===== src/rtl/slave_bit_timer.sv =====
// slave_bit_timer
// Bit/byte timing stage of the I2C slave. Counts SCL clocks inside each
// 9-clock frame (8 data bits + ACK) and issues single-cycle strobes for the
// controller FSM and the RX/TX shift registers.
// Ports:
//   clk, n_rst            clock, asynchronous active-low reset
//   SCL_sync              synchronized SCL
//   start, stop           1-clk START/repeated-START and STOP pulses
//   rx_enable, tx_enable  shifting permissions from the controller
//   rx_sample, tx_shift   shift register strobes
//   byte_received, ack_prep, ack_check, ack_done  controller strobes
//   bit_count             bit index 0..8 (8 = ACK slot)
module slave_bit_timer #(
    parameter int unsigned HOLD_CYCLES = 2
) (
    input  logic       clk,
    input  logic       n_rst,
    input  logic       SCL_sync,
    input  logic       start,
    input  logic       stop,
    input  logic       rx_enable,
    input  logic       tx_enable,
    output logic       rx_sample,
    output logic       tx_shift,
    output logic       byte_received,
    output logic       ack_prep,
    output logic       ack_check,
    output logic       ack_done,
    output logic [3:0] bit_count
);

    localparam int unsigned CNT_W = 4;
    localparam int unsigned BC_W  = 4;
    localparam logic [CNT_W-1:0] HOLD_LD = CNT_W'(HOLD_CYCLES);
    localparam bit NO_HOLD = (HOLD_CYCLES == 0);

    typedef enum logic [1:0] {
        IDLE = 2'd0,
        DATA = 2'd1,
        ACK  = 2'd2
    } state_t;

    state_t            state, state_n;
    logic [BC_W-1:0]   bc_n;
    logic [CNT_W-1:0]  hold_cnt, hold_n;
    logic              fall_pend, fall_pend_n;
    logic              rise_pend, rise_pend_n;
    logic              scl_q;
    logic              rx_sample_n, tx_shift_n, byte_received_n;
    logic              ack_prep_n, ack_check_n, ack_done_n;
    logic              rise, fall, fall_ev, rise_ev;

    assign rise = SCL_sync & ~scl_q;
    assign fall = ~SCL_sync & scl_q;

    // State, counters and registered strobes
    always_ff @(posedge clk or negedge n_rst) begin
        if (!n_rst) begin
            state         <= IDLE;
            bit_count     <= '0;
            hold_cnt      <= '0;
            fall_pend     <= 1'b0;
            rise_pend     <= 1'b0;
            scl_q         <= 1'b1;
            rx_sample     <= 1'b0;
            tx_shift      <= 1'b0;
            byte_received <= 1'b0;
            ack_prep      <= 1'b0;
            ack_check     <= 1'b0;
            ack_done      <= 1'b0;
        end else begin
            state         <= state_n;
            bit_count     <= bc_n;
            hold_cnt      <= hold_n;
            fall_pend     <= fall_pend_n;
            rise_pend     <= rise_pend_n;
            scl_q         <= SCL_sync;
            rx_sample     <= rx_sample_n;
            tx_shift      <= tx_shift_n;
            byte_received <= byte_received_n;
            ack_prep      <= ack_prep_n;
            ack_check     <= ack_check_n;
            ack_done      <= ack_done_n;
        end
    end

    // Next-state, hold sequencing and strobe generation
    always_comb begin
        state_n         = state;
        bc_n            = bit_count;
        hold_n          = hold_cnt;
        fall_pend_n     = fall_pend;
        rise_pend_n     = 1'b0;
        rx_sample_n     = 1'b0;
        tx_shift_n      = 1'b0;
        byte_received_n = 1'b0;
        ack_prep_n      = 1'b0;
        ack_check_n     = 1'b0;
        ack_done_n      = 1'b0;
        fall_ev         = 1'b0;
        rise_ev         = 1'b0;

        if (start) begin
            state_n     = DATA;
            bc_n        = '0;
            fall_pend_n = 1'b0;
            hold_n      = '0;
        end else if (stop) begin
            state_n     = IDLE;
            bc_n        = '0;
            fall_pend_n = 1'b0;
            hold_n      = '0;
        end else if (state == IDLE) begin
            fall_pend_n = 1'b0;
            hold_n      = '0;
        end else begin
            // A rise flushes a pending fall now and defers its own strobe a cycle
            if (fall_pend && (rise || hold_cnt <= CNT_W'(1))) begin
                fall_ev     = 1'b1;
                fall_pend_n = 1'b0;
                hold_n      = '0;
            end else if (fall_pend) begin
                hold_n = hold_cnt - CNT_W'(1);
            end
            rise_ev     = (rise && !fall_pend) || rise_pend;
            rise_pend_n = rise && fall_pend;

            if (fall) begin
                if (NO_HOLD && !rise_pend) begin
                    fall_ev = 1'b1;
                end else begin
                    // Never let a fresh fall strobe collide with a deferred rise
                    fall_pend_n = 1'b1;
                    hold_n      = NO_HOLD ? CNT_W'(1) : HOLD_LD;
                end
            end

            if (fall_ev) begin
                if (state == DATA) begin
                    if (bit_count == BC_W'(8)) begin
                        ack_prep_n = 1'b1;
                        state_n    = ACK;
                    end else if (bit_count != '0) begin
                        tx_shift_n = tx_enable;
                    end
                end else begin
                    ack_done_n = 1'b1;
                    bc_n       = '0;
                    state_n    = DATA;
                end
            end else if (rise_ev) begin
                if (state == DATA) begin
                    rx_sample_n = rx_enable;
                    if (bit_count < BC_W'(8)) begin
                        bc_n = bit_count + BC_W'(1);
                    end
                    byte_received_n = (bit_count == BC_W'(7));
                end else begin
                    ack_check_n = 1'b1;
                end
            end
        end
    end

endmodule


===== config.mk =====
export PLATFORM = sky130hd
export DESIGN_NAME = slave_bit_timer
export DESIGN_NICKNAME = d
export VERILOG_FILES = /design/src/rtl/slave_bit_timer.sv
export SDC_FILE = /design/constraint.sdc
export NUM_CORES = 1
export LEC_CHECK = 0
export ABC_AREA = 1
export CORE_UTILIZATION = 51
export DETAILED_ROUTE_END_ITERATION = 10
export PLACE_DENSITY = 0.85
export SLEW_MARGIN = 30
export SYNTH_ARGS = -nofsm -noshare
export SYNTH_HDL_FRONTEND = slang
export SYNTH_SLANG_ARGS = --single-unit

===== constraint.sdc =====
create_clock -name clk -period 1.7 [get_ports clk]
set_input_delay 0.34 -clock clk [delete_from_list [all_inputs] [get_ports clk]]
set_output_delay 0.34 -clock clk [all_outputs]
set_load 0.01 [all_outputs]

## Yosys cells after proc, flatten, opt, wreduce, memory -nomap -nowiden

Index checks and enable logic that the tools add are counted.
W data, S select, Z words.

- $add $sub $neg: 2
- $mul: 0
- Divide/modulo/power cells: 0
- Order comparisons: 2
- Equality and inequality tests: 6
- Shifts and indexed selects: 0
- Multiplexer cells: 67
- Bitwise logic cells: 4
- Reduce and logical (&&, ||, !) cells: 16

Operators with widths:

| operator | count |
|---|---|
| $mux W4 | 14 |
| $mux W1 | 47 |
| $reduce_bool A4 Y1 | 4 |
| $mux W2 | 6 |
| $reduce_bool A6 Y1 | 1 |
| $reduce_and A5 Y1 | 1 |
| $reduce_bool A5 Y1 | 1 |
| $add A4 B1 Y4 const B | 1 |
| $eq A4 B3 Y1 const B | 1 |
| $eq A4 B4 Y1 const B | 1 |
| $le A4 B1 Y1 const B | 1 |
| $lt A4 B4 Y1 const B | 1 |
| $ne A4 B3 Y1 const B | 1 |
| $ne A4 B4 Y1 const B | 1 |
| $sub A4 B1 Y4 const B | 1 |
| $logic_and A1 B1 Y1 | 3 |
| $ne A3 B3 Y1 const B | 1 |
| $reduce_and A3 Y1 | 1 |
| $reduce_bool A3 Y1 | 1 |
| $and A1 B1 Y1 | 2 |
| $eq A2 B1 Y1 const B | 1 |
| $logic_not A2 Y1 | 1 |
| $logic_or A1 B1 Y1 | 2 |
| $not A1 Y1 | 2 |
| $logic_not A1 Y1 | 1 |

- Register bits: 19
- Latch bits: 0
- Memory bits (writable): 0
- ROM bits: 0
- Input bits: 7
- Output and inout port bits: 10
- Word-level logic and storage cells: 109
- Memories: 0

## Longest topological paths before layout

- Word-level depth: 12
- Gate-level depth with buffers: 12
- Gate-level depth less buffers: 12

## Worst setup path after synthesis

No wires, ideal clock.

- Path type: flip-flop to flip-flop
- From: register hold_cnt[0]
- To: register state[1]
- Setup time: 0.127 ns
- Arrival time: 1.289 ns
- Path slack: 0.284 ns
- Stages on the path, launching flop included: 12
- Path buffers: 0
- Clock period less this slack: 1.416 ns
- Cells stage by stage: dfrtp_1 -> inv_1 -> ha_1 -> inv_1 -> nand2_1 -> nand2_1 -> nand2_2 -> nand2_2 -> nand2_2 -> nand3_1 -> nand2_1 -> o21ai_0

- Word-level cells in the longest chain between the ends: 9

Ends and longest elaborated chain:

| item | line | text |
|---|---|---|
| start: declaration | 45 | `logic [CNT_W-1:0] hold_cnt, hold_n;` |
| start signal: assignment | 74 | `hold_cnt <= hold_n;` |
| $le A4 B1 Y1 | 118 | `if (fall_pend && (rise \|\| hold_cnt <= CNT_W'(1))) begin` |
| $logic_or A1 B1 Y1 | 118 |  |
| $logic_and A1 B1 Y1 | 118 |  |
| $mux W1 | 118 |  |
| $mux W1 | 113 | `end else if (state == IDLE) begin` |
| $mux W1 | 108 | `end else if (stop) begin` |
| $mux W1 | 103 | `if (start) begin` |
| $reduce_bool A3 Y1 (no source line) | - |  |
| $reduce_and A3 Y1 (no source line) | - |  |
| end signal: assignment | 72 | `state <= state_n;` |
| end: declaration | 43 | `state_t state, state_n;` |

Every way passes these cells. The select of a mux whose other input is x is not followed.
A chain may end at the register's enable or synchronous reset.

## Worst setup path in the final report

- From: register bit_count[2]
- To: output port bit_count[2]

RTL lines:

| item | line | text |
|---|---|---|
| start: declaration | 29 | `output logic [3:0] bit_count` |
| start signal: assignment | 73 | `bit_count <= bc_n;` |

No word-level cell between the ends.

==> impl_metrics.toml <==
[yosys]
yosysSeqAreaShare_pct = 46.0
synth_area_mm2 = 0.00104
syn_inst = 125
ys.warnings.count = 0
synth.distinct_cells = 22
synth_top_area_cell = "dfrtp_1"
synth.top_cells.by_area = "dfrtp_1 (43%), nand2_1 (11%), nor2_1 (5.8%)"
syn_area_per_cell_um2 = 8.30
syn_nets = 136
ys_ff_latch = 19
synth_top_area_share_pct = 43.4

[clock_network]
cts_tree = "yes"
clk_path_buf_depth = 2
cts_hold_buf = 0
cts_max_level = 1
clk_latency_ns = 0.31
path_clk_slew_ns = 0.11
cts_buffers = 3
numClockSinks = 19
clockRootBuffer = "clkbuf_4"

[min_path]
hold_path_class = "input port to async pin"

[final_layout]
areaGrowthSynthToFinish_pct = 28.5
final_layout_size_suffix_gt1_share_pct = 21.7
post-route-util_pct = 73.2
final_area_mm2 = 0.00133
largestRegisters = "bit_count (4), hold_cnt (4), state (2)"
n_antenna_cell = 0
fin_nets = 164

[floorplan]
start_util_pct = 57.0
pin_count = 17
die_h_um = 47.1
rows = 15
dieArea_mm2 = 0.00222
die_w_um = 47.1
core-area_mm2 = 0.00182

[power_and_ir_drop]
power_frac_seq_pct = 52.7
p_per_area_mw_per_mm2 = 699
power_frac_comb_pct = 21.9
ir_worst_vdd_uv = 499
switchingPower_mw = 0.290
clockPowerShare_pct = 25.4
p_total_mw = 0.932
swShare_pct = 31.1
p_int_mw = 0.642
power_leakage_nw = 0.641

[sta]
worst_slew_pin_slew_ns = 0.326
final.period_utilization_pct = 95.9
hold_violations = 0
fin_skew_ns = 0.00493
fin_setup_tns_ns = 0
fmax_mhz = 613
slew_headroom_pct = 78.3
slew_violations = 0
finalCriticalPeriod_ns = 1.63
setup_violations = 0

[critical_path]
rrSetupSlack_ns = 0.09
reg2reg_from = "hold_cnt[0]"
timing.rr.end = "bit_count[3]"
worstSetupPathType = "flip-flop to primary output"
critPathBufInv = 1
cp.required_ns = 1.36
cp-end-kind = "primary output"
crit_fanout = 6
cp_slowest_cell = "clkdlybuf4s50_1"
slowest_delay_ns = 0.55
startpoint = "bit_count[2]"
cpLargestDelayFamily = "buffers and inverters"
crit_arrival_ns = 1.29
worst_r2r_path_depth = 13
startpoint_type = "flip-flop"
worstPathCellList = "clkdlybuf4s50_1"
crit_cells = 1
endpoint = "bit_count[2]"

[global_routing]
grt_antenna_before_repair = 0
gr-total-overflow = 0
grt_pass1_vias = 824
grt_start_max_net_pins = 20
grt.total_usage_pct = 22.6
grt_pass1_wl_um = 3390

[detailed_routing]
routedWlPerCell_um = 12.4
finalWirelength_um = 2190
vias_per_cell = 5.17
firstDrtPassIters = 4
via_count = 915
drt_iter0_drc = 17
ant_nets = 0
drc = 0

[placement]
io_buffers = 16
dp_hpwl_um = 1610
dpl-instance-area_mm2 = 0.00127
gp_congestion = 0.884

[outcome]
status = "finished, final reports clean"

[job]
maxCapViolations = 0
[placed cells by master, fill, tap and decap left out]
cell and instances:
nand2_2 3, nand3_2 2, dfrtp_1 15, a21oi_1 5, nor2_4 3, inv_2 1, nand2_1 31, nor2_1 16
o21ai_1 1, ha_1 3, dfrtp_2 3, o21ai_0 1, buf_4 7, nand3_1 9, nor3b_1 1, ha_2 1
inv_1 14, o211ai_1 1, nor3_2 1, clkinv_2 1, clkdlybuf4s50_1 16, xor2_1 3, nand4_1 1, clkbuf_4 3
nand3_4 1, nand2_4 4, nor3_1 2, inv_4 2, dfstp_2 1
[cell type report]
cell class / count / area (µm²)
sequential: 19 / 480
timing repair buffer: 23 / 213
multi-input combinational: 89 / 512
tap: 25 / 31.3
clock buffer: 3 / 22.5
fill: 130 / 488
clock inverter: 1 / 5.00
inverter: 17 / 68.8
[cells in the mapped netlist]
library cell and count:
inv_2 1, xor2_1 3, inv_4 2, nor2_4 3
dfstp_2 1, o211ai_1 1, nand3_1 9, inv_1 14
o21ai_0 1, nand2_4 2, nor3_1 2, nand2_1 31
ha_1 4, nor3_2 1, nor2_1 16, nand2_2 5
nand3_2 3, o21ai_1 1, nor3b_1 1, dfrtp_1 18
nand4_1 1, a21oi_1 5
[what timing repair did]
action,in CTS,in global routing
buffers inserted,0,1
resized for setup,0,7
setup endpoints to repair,0,11
[logic make-up (layout without fill, tap and decap cells)]
| family | count (synthesis) | after routing | synth area share, % |
|---|---|---|---|
| AOI/OAI and AO/OA | 8 | 8 | 4.10 |
| adders and majority gates | 4 | 4 | 4.83 |
| xor gates and xnor gates | 3 | 3 | 2.53 |
| buffers and inverters | 17 | 44 | 6.63 |
| and+or+nand+nor | 74 | 74 | 35.9 |
| DFF | 19 | 19 | 46.0 |
[metrics by stage]
step,setup slack (ns),instances,hold slack (ns)
floorplan,0.284,125,0.0444
global placement,0.0183,172,0.512
detailed placement,-0.0137,172,0.526
CTS,0.00475,176,0.365
global route,-0.0296,177,0.364
finish,0.0699,177,0.353
[worst min path at each step]
| stage | start | to |
|---|---|---|
| 2_1_floorplan | n_rst | ack_check |
| 3_3_place_gp | hold_cnt[3] | hold_cnt[3] |
| 6_report | n_rst | hold_cnt[0] |
| 4_1_cts | n_rst | rise_pend |
| 3_5_place_dp | state[0] | state[0] |
| 5_1_grt | n_rst | ack_done |
[metal layers]
| layer | GRT usage (%) | share of wire [%] |
|---|---|---|
| met1 | 26.8 | 41 |
| met2 | 38.3 | 51 |
| met3 | 4.62 | 4.5 |
| met4 | 12.0 | 2.8 |
| met5 | 0 | 0 |
[power groups by stage]
stage	Sequential [mW]	Clock, mW	Combinational, mW
detailed placement	0.498	0	0.193
finish	0.491	0.237	0.204
global route	0.494	0.264	0.226
floorplan	0.496	0	0.120
CTS	0.489	0.236	0.195
global placement	0.497	0	0.187
Power figures use the tool's default switching activity.
